**src/rtl/if_stage.sv**
```systemverilog
// if_stage: instruction fetch stage.
// Issues in-order fetch requests from a 64-bit PC, pairs each response with the
// PC that requested it, and buffers up to two {inst, pc} pairs for decode.
// Redirects realign the PC, flush the buffer and drop responses still in flight.
// Optional build macro: IF_PERF_CNT_EN adds a 32-bit count of consumed instructions
// on output fetch_count.
module if_stage #(
    parameter logic [63:0] RESET_PC = 64'h0000_0000_0000_0000
) (
    input  logic        clk,
    input  logic        rst,
    output logic        imem_req_valid,
    input  logic        imem_req_ready,
    output logic [63:0] imem_req_addr,
    input  logic        imem_resp_valid,
    input  logic [31:0] imem_resp_data,
    input  logic        redirect_valid,
    input  logic [63:0] redirect_pc,
    output logic        id_valid,
    input  logic        id_ready,
    output logic [31:0] id_inst,
    output logic [63:0] id_pc
`ifdef IF_PERF_CNT_EN
    ,
    output logic [31:0] fetch_count
`endif
);

    localparam int unsigned XLEN   = 64;
    localparam int unsigned ILEN   = 32;
    localparam int unsigned DEPTH  = 2;
    localparam int unsigned PTR_W  = 1;
    localparam int unsigned CNT_W  = 2;
    localparam int unsigned SUM_W  = 3;
    localparam logic [ILEN-1:0] NOP_INST  = 32'h0000_0013;
    localparam logic [XLEN-1:0] ALIGN_MSK = ~64'h3;
    localparam logic [XLEN-1:0] PC_START  = RESET_PC & ALIGN_MSK;

    // Architectural PC: address of the next request to issue
    logic [XLEN-1:0]  pc_q;

    // PCs of accepted requests awaiting their in-order responses
    logic [XLEN-1:0]  pend_pc_q [DEPTH];
    logic [PTR_W-1:0] pend_rd_q;
    logic [PTR_W-1:0] pend_wr_q;

    // Requests in flight, and how many of those must be discarded
    logic [CNT_W-1:0] outst_q;
    logic [CNT_W-1:0] drop_q;

    // Decode-side buffer of {inst, pc}
    logic [ILEN-1:0]  fifo_inst_q [DEPTH];
    logic [XLEN-1:0]  fifo_pc_q   [DEPTH];
    logic [PTR_W-1:0] fifo_rd_q;
    logic [PTR_W-1:0] fifo_wr_q;
    logic [CNT_W-1:0] fifo_cnt_q;

    logic [SUM_W-1:0] occ_sum;
    logic             req_fire;
    logic             resp_fire;
    logic             resp_keep;
    logic             pop;
    logic [XLEN-1:0]  resp_pc;

    // Handshake decode and decode-side view of the buffer head
    always_comb begin
        occ_sum        = SUM_W'(outst_q) + SUM_W'(fifo_cnt_q);
        imem_req_valid = !rst && !redirect_valid && (occ_sum < SUM_W'(DEPTH));
        req_fire       = imem_req_valid && imem_req_ready;
        resp_fire      = imem_resp_valid && (outst_q != '0);
        resp_keep      = resp_fire && !redirect_valid && (drop_q == '0);
        resp_pc        = pend_pc_q[pend_rd_q];
        id_valid       = (fifo_cnt_q != '0);
        pop            = id_valid && id_ready;
        id_inst        = NOP_INST;
        id_pc          = '0;
        if (id_valid) begin
            id_inst = fifo_inst_q[fifo_rd_q];
            id_pc   = fifo_pc_q[fifo_rd_q];
        end
    end

    assign imem_req_addr = pc_q;

    // PC update: redirect wins over sequential advance
    always_ff @(posedge clk or posedge rst) begin
        if (rst) begin
            pc_q <= PC_START;
        end else if (redirect_valid) begin
            pc_q <= redirect_pc & ALIGN_MSK;
        end else if (req_fire) begin
            pc_q <= pc_q + XLEN'(4);
        end
    end

    // Track request PCs so each response is tagged with the PC that fetched it
    always_ff @(posedge clk or posedge rst) begin
        if (rst) begin
            for (int i = 0; i < int'(DEPTH); i++) begin
                pend_pc_q[i] <= '0;
            end
            pend_rd_q <= '0;
            pend_wr_q <= '0;
        end else begin
            if (req_fire) begin
                pend_pc_q[pend_wr_q] <= pc_q;
                pend_wr_q            <= pend_wr_q + PTR_W'(1);
            end
            if (resp_fire) begin
                pend_rd_q <= pend_rd_q + PTR_W'(1);
            end
        end
    end

    // Outstanding and drop counters; a redirect marks everything in flight as stale
    always_ff @(posedge clk or posedge rst) begin
        if (rst) begin
            outst_q <= '0;
            drop_q  <= '0;
        end else begin
            outst_q <= outst_q + CNT_W'(req_fire) - CNT_W'(resp_fire);
            if (redirect_valid) begin
                drop_q <= outst_q - CNT_W'(resp_fire);
            end else if (resp_fire && (drop_q != '0)) begin
                drop_q <= drop_q - CNT_W'(1);
            end
        end
    end

    // Decode buffer: push kept responses, pop on consume, flush on redirect
    always_ff @(posedge clk or posedge rst) begin
        if (rst) begin
            for (int i = 0; i < int'(DEPTH); i++) begin
                fifo_inst_q[i] <= NOP_INST;
                fifo_pc_q[i]   <= '0;
            end
            fifo_rd_q  <= '0;
            fifo_wr_q  <= '0;
            fifo_cnt_q <= '0;
        end else if (redirect_valid) begin
            fifo_rd_q  <= '0;
            fifo_wr_q  <= '0;
            fifo_cnt_q <= '0;
        end else begin
            if (resp_keep) begin
                fifo_inst_q[fifo_wr_q] <= imem_resp_data;
                fifo_pc_q[fifo_wr_q]   <= resp_pc;
                fifo_wr_q              <= fifo_wr_q + PTR_W'(1);
            end
            if (pop) begin
                fifo_rd_q <= fifo_rd_q + PTR_W'(1);
            end
            fifo_cnt_q <= fifo_cnt_q + CNT_W'(resp_keep) - CNT_W'(pop);
        end
    end

`ifdef IF_PERF_CNT_EN
    // Count instructions handed to decode (wraps)
    always_ff @(posedge clk or posedge rst) begin
        if (rst) begin
            fetch_count <= '0;
        end else if (pop) begin
            fetch_count <= fetch_count + 32'(1);
        end
    end
`endif

endmodule

```
**config.mk**
```make
export PLATFORM = sky130hd
export DESIGN_NAME = if_stage
export DESIGN_NICKNAME = d
export VERILOG_FILES = /design/src/rtl/if_stage.sv
export SDC_FILE = /design/constraint.sdc
export NUM_CORES = 1
export LEC_CHECK = 0
export CAP_MARGIN = 20
export CORE_MARGIN = 2
export CORE_UTILIZATION = 45
export DETAILED_ROUTE_END_ITERATION = 10
export MAX_ROUTING_LAYER = met4
export PLACE_DENSITY = 0.73
export SLEW_MARGIN = 0
export SYNTH_ARGS = -nofsm -noshare
export SYNTH_HDL_FRONTEND = slang
export SYNTH_SLANG_ARGS = --single-unit
```
**constraint.sdc**
```tcl
create_clock -name clk -period 16 [get_ports clk]
set_clock_uncertainty 0.15 [all_clocks]
set_input_delay 3.2 -clock clk [delete_from_list [all_inputs] [get_ports clk]]
set_output_delay 3.2 -clock clk [all_outputs]
set_load 0.05 [all_outputs]
```
==> metrics, run 1 <==
slowest stage delay, CP 0.81 ns; Worst-path clk slew 0.06 ns; count leader, synth dfrtp_1; leading area contributor after synthesis dfrtp_1; Total Wirelength 48.4 mm; core area 38800 sq um; list of most frequent post-synthesis cells dfrtp_1 (378), nor2_1 (243), mux2i_1 (158), a21oi_1 (134), mux2_2 (133); Critical Path End Type output port; Die ar. 41100 sq um; H-tree levels 2; final hold vios 0; async set-reset flop share out of synthesis 100%; outcome finished clean; Rows 72; ys flop type dfrtp_1; clk sinks 384; fmax 115 MHz; initial DRC count 935; CP Cell Sequence clkdlybuf4s50_1 > or4_1 > inv_1 > clkdlybuf4s50_1; sequential cell area 9620 sq um; worst hold slack 0.329 ns; Yosys warning total 0; Peak VDD IR 119 uV; Mapped Area 17800 sq um; Worst path slowest cell clkdlybuf4s50_1; placed cells 2332; area share of the largest cell type after synthesis 53.2%; routability cong. 0.867; remaining antenna violation count 0; vias in the first global route 13800; Lkg Pwr 9.43 nW; via/cell ratio 5.68; Setup TNS Final 0 ns; largest net degree at the start of global routing 187; Synth-to-Final Area Change 24.3%; # DRC 0; CP Data Required Time 12.65 ns; filler instances 3283; dominant cells by area after synthesis dfrtp_1 (53%), mux2i_1 (8.9%), mux2_2 (8.4%); worst-path fanout max 5; WL/cell 20.1 microns; Root Driver clkbuf_16; Chip Width 203 microns; most used cell along the critical path clkdlybuf4s50_1; Final Total Pwr 0.00408 W; antenna violations before repair 3; Nets 1969; Rel. slew slack 21.9%; critical path startpoint category input pin; worst-case clock buffer depth 3; Final HPWL DP 31.3 mm; Seq/Total Area, Yosys 54.1%; total gr overflow 0; Initial Util 45.8%; PD cells 185 nW/um^2; Post-CTS Setup Bufs 0; Tcrit/Tclk final 54.4%; Mapped Cells 1653; Crit path arrival time 5.35 ns; Die Span Y 203 microns; drt first pass iters 7; critical path class in -> out; hold crit path type reg -> reg; Global Route Usage Sum 24.5%; multi-input logic area 7670 sq um; Period minus WS final 8.70 ns; total of max-cap violations 0; count of input and output buffers 257; syn avg cell area 10.8 sq um; Slew @ Worst Pin 1.17 ns; final std cells w/o fill 2408; vias 13700; RSZ-0062 raised after global routing no; CTS tree done; share of layout cells above drive strength 1 12.6%; Post-synth EDFFs 0; post_cts resized 0; hold buffers post-CTS 0; clock latency on the worst-skew pair 0.57 ns; first-pass GRT wire length 77.1 mm; number of setup violations in the final report 0; FF+latch count, synth 384; num ports 264; Synth cell types 52; Max Slew Vio Count 0; TritonCTS Buffers 41
## cells by family after synthesis
family                   synth area share [%]
AND/OR/NAND/NOR                          12.8
flip-flops                               54.1
multiplexers                             19.8
AO/OA/AOI/OAI                            9.23
buffers and inverters                    3.12
XOR/XNOR                                0.443
adder cells (fa/ha/maj)                 0.605
other                                  0.0211
## placed cells by master (no fill, tap or decap), types with 31 or more instances in the layout
cell type,instances
o21ai_0,51
mux2i_1,158
mux2_2,133
nand3_1,47
nand2_1,103
clkdlybuf4s50_1,256
nor2_1,239
a21oi_1,134
nand4_1,31
dfrtp_1,376
clkbuf_16,41
mux2_1,39
## sequential cells by signal, summed over array words and instances (netlist names)
| register | flops |
|---|---|
| drop_q | 2 |
| fifo_cnt_q | 2 |
| fifo_inst_q | 64 |
| fifo_pc_q | 124 |
| fifo_rd_q | 1 |
| fifo_wr_q | 1 |
| imem_req_addr | 62 |
| outst_q | 2 |
| pend_pc_q | 124 |
| pend_rd_q | 1 |
| pend_wr_q | 1 |
## worst max-delay path: cells and delay by family
kind	cells	cell delay [ns]
buffers and inverters	3	1.49
AND/OR/NAND/NOR	1	0.66
## area by class of cell
class | instances | share of cell area (%)
multi-input cells | 1131 | 34.7
inverters | 25 | 0.458
clock buffers | 59 | 5.35
repair buffers | 276 | 12.4
clock inverters | 12 | 0.628
flip-flops and latches | 384 | 43.5
well taps | 518 | 2.93
diodes | 3 | 0.0339
## where the power goes
group | internal [W] | leakage (nW) | switching [W] | total [W]
registers | 0.00135 | 4.83 | 0.000270 | 0.00162
logic | 0.000625 | 3.95 | 0.000901 | 0.00153
clock network | 0.000547 | 0.651 | 0.000387 | 0.000934
## worst paths after layout
check / startpoint / endpoint / slack [ns] / cells past startpoint
hold / removal: pend_pc_q[56] / pend_pc_q[56] / 0.33 / 2
setup reg to reg: fifo_cnt_q[0] / imem_req_addr[56] / 12.09 / 8
min in group asynchronous: rst / pend_rd_q / 3.09 / 2
max in group asynchronous: rst / fifo_pc_q[33] / 10.98 / 3
setup / recovery: rst / imem_req_valid / 7.30 / 4
hold reg to reg: pend_pc_q[56] / pend_pc_q[56] / 0.33 / 2
## per-layer routing
layer | up-vias | track usage (%) | wire (microns)
met5 | - | - | 0
met2 | 442 | 37.6 | 22600
met1 | 6877 | 33.5 | 21600
li1 | 6264 | - | -
met3 | 94 | 3.29 | 2670
met4 | 0 | 8.99 | 1460
## per-stage QoR
step	setup slack (ns)	instance area [sq um]	utilization (%)
floorplan	1.99	17800	-
global placement	7.30	20800	53.5
detailed placement	7.30	20800	53.5
CTS	7.29	22100	56.9
global route	7.26	22100	57.0
finish	7.30	22100	57.0
No activity file was read; power rests on OpenSTA's default activity.
==> inputs of run 2 (changes only) <==
- PLACE_DENSITY: 0.73 -> 0.76
- clock period: 16 -> 7 ns (I/O delays scaled with it)
==> run 2 against run 1 <==
Compared with the run above:
- register-to-register slack worse by 9.1 ns
- largest cell class unchanged
- final area is 0.50% higher
- global-route usage is 0.065 points lower
- largest power group unchanged
- critical endpoint unchanged
- clock power is 150% higher
==> metrics, run 2 (synthesis results as in run 1) <==
outcome finished clean (unchanged); WL/cell 20.2 microns (was 20.1 microns); Tcrit/Tclk final 72.3%; Lkg Pwr 9.46 nW (was 9.43 nW); Crit path arrival time 3.51 ns (was 5.35 ns); Internal 0.00591 W (was 0.00252 W); Worst-path clk slew 0.05 ns (was 0.06 ns); remaining antenna violation count 0 (unchanged); slowest stage delay, CP 0.82 ns (was 0.81 ns); Die ar. 41100 sq um (unchanged); critical path class in -> out (unchanged); Die Span Y 203 microns (unchanged); share of layout cells above drive strength 1 12.5% (was 12.6%); fmax 198 MHz; CTS tree done (unchanged); total gr overflow 0 (unchanged); PD cells 428 nW/um^2 (was 185 nW/um^2); crit-path leading delay family buffers and inverters (unchanged); H-tree levels 2 (unchanged); Period minus WS final 5.06 ns; Worst path slowest cell clkdlybuf4s50_1 (unchanged); Setup TNS Final 0 ns (unchanged); worst-case clock buffer depth 3 (unchanged); hold buffers post-CTS 0 (unchanged); Util after Layout 57.2% (was 57.0%); largest net degree at the start of global routing 203 (was 187); drt first pass iters 5 (was 7); routability cong. 0.895 (was 0.867); clock latency on the worst-skew pair 0.56 ns (was 0.57 ns); first-pass GRT wire length 76.9 mm (was 77.1 mm); # DRC 0 (unchanged); Peak VDD IR 255 uV (was 119 uV); most frequent cells in the layout dfrtp_1 (376), clkdlybuf4s50_1 (256), nor2_1 (239), mux2i_1 (158), a21oi_1 (134) (unchanged); Max Slew Vio Count 0 (unchanged); buffer and inverter count on the worst path 3 (unchanged); total of max-cap violations 0 (unchanged); number of setup violations in the final report 0 (unchanged); Sequential Power Share 39.0% (was 39.7%); Post-CTS Setup Bufs 0 (unchanged); clock group share of total power 24.1% (was 22.9%); combinational share of power 36.9% (was 37.4%); final hold vios 0 (unchanged); clk sinks 384 (unchanged); Critical Path End Type output port (unchanged); Switching Fraction 37.9% (was 38.2%); count of input and output buffers 257 (unchanged); Rows 72 (unchanged); Rel. slew slack 19.9% (was 21.9%); Chip Width 203 microns (unchanged); TritonCTS Buffers 43 (was 41); initial DRC count 904 (was 935); Largest regs fifo_pc_q (124), pend_pc_q (124), fifo_inst_q (64) (unchanged); vias 13800 (was 13700); most used cell along the critical path clkdlybuf4s50_1 (unchanged); num ports 264 (unchanged); hold crit path type reg -> reg (unchanged); Total Wirelength 48.7 mm (was 48.4 mm); sw power 0.00361 W (was 0.00156 W); Final HPWL DP 31.4 mm (was 31.3 mm); Global Route Usage Sum 24.4% (was 24.5%); critical path startpoint category input pin (unchanged); Nets 1969 (unchanged); post_cts resized 0 (unchanged); commonest non-fill, non-tap cell in the layout dfrtp_1 (unchanged); worst-path fanout max 5 (unchanged); Root Driver clkbuf_16 (unchanged); core area 38800 sq um (unchanged); vias in the first global route 13700 (was 13800); antenna violations before repair 1 (was 3); Initial Util 45.8% (unchanged); Synth-to-Final Area Change 24.9% (was 24.3%); via/cell ratio 5.73 (was 5.68); Slew @ Worst Pin 1.20 ns (was 1.17 ns); RSZ-0062 raised after global routing no (unchanged); CP Data Required Time 5.45 ns (was 12.65 ns); CP Cell Sequence clkdlybuf4s50_1 > or4_1 > inv_1 > clkdlybuf4s50_1 (unchanged)
-- run 2: changes by cell type in the layout (fill, tap and decap cells not counted), moves of 2 or more --
| cell | change |
|---|---|
| buf_12 | +4 |
| buf_4 | -4 |
| bufinv_16 | +3 |
| clkbuf_1 | +4 |
| clkbuf_16 | +2 |
| clkbuf_8 | -3 |
| clkinv_8 | -2 |
| clkinvlp_4 | +2 |
| diode_2 | -2 |
| inv_6 | +2 |
-- run 2: final timing paths --
path | from | endpoint | slack, ns | cells past startpoint
worst max-delay path | rst | imem_req_valid | 1.94 | 4
worst min-delay path | pend_pc_q[109] | pend_pc_q[109] | 0.33 | 2
worst max register to register | fifo_cnt_q[0] | imem_req_addr[56] | 2.98 | 8
worst min register to register | pend_pc_q[109] | pend_pc_q[109] | 0.33 | 2
max in group asynchronous | rst | fifo_pc_q[111] | 4.38 | 3
min in group asynchronous | rst | fifo_cnt_q[0] | 1.35 | 3
-- run 2: power by group through the flow --
stage,clock (W),combinational (W),sequential [W]
6_report,0.00230,0.00351,0.00371
5_1_grt,0.00244,0.00379,0.00383
4_1_cts,0.00234,0.00353,0.00371
3_5_place_dp,0,0.00351,0.00375
3_3_place_gp,0,0.00342,0.00367
2_1_floorplan,0,0.00246,0.00367
-- run 2: per-layer routing --
layer | track usage (%) | vias to the layer above | share of wire (%)
met5 | - | - | 0
met4 | 6.93 | 0 | 2.5
met3 | 4.43 | 90 | 5.5
met2 | 38.3 | 459 | 48
met1 | 32.7 | 6966 | 44
li1 | - | 6289 | -
-- run 2: worst min-delay path, cell delays in order, from the launching register on --
cell     delay (ns)
dfrtp_1        0.34
nand2_1        0.05
o21ai_0        0.06
-- run 2: area by class of cell --
| type | instances | area, sq um |
|---|---|---|
| antenna | 1 | 2.50 |
| clock buffer | 62 | 1210 |
| clock inverter | 15 | 216 |
| fill | 3222 | 16600 |
| inverter | 25 | 97.6 |
| multi-input combinational | 1131 | 7670 |
| sequential | 384 | 9620 |
| tap | 518 | 648 |
| timing repair buffer | 274 | 2760 |
-- run 2: per-stage QoR --
step | total power (W) | area, sq um | setup slack [ns] | cells | hold WS (ns)
final | 0.00952 | 22200 | 1.94 | 2410 | 0.328
after global routing | 0.0101 | 22200 | 1.91 | 2410 | 0.352
after CTS | 0.00958 | 22200 | 1.94 | 2409 | 0.332
after detailed placement | 0.00726 | 20800 | 1.95 | 2332 | 0.319
after global placement | 0.00709 | 20800 | 1.97 | 2332 | 0.311
after floorplan | 0.00613 | 17800 | 0.293 | 1656 | 0.299
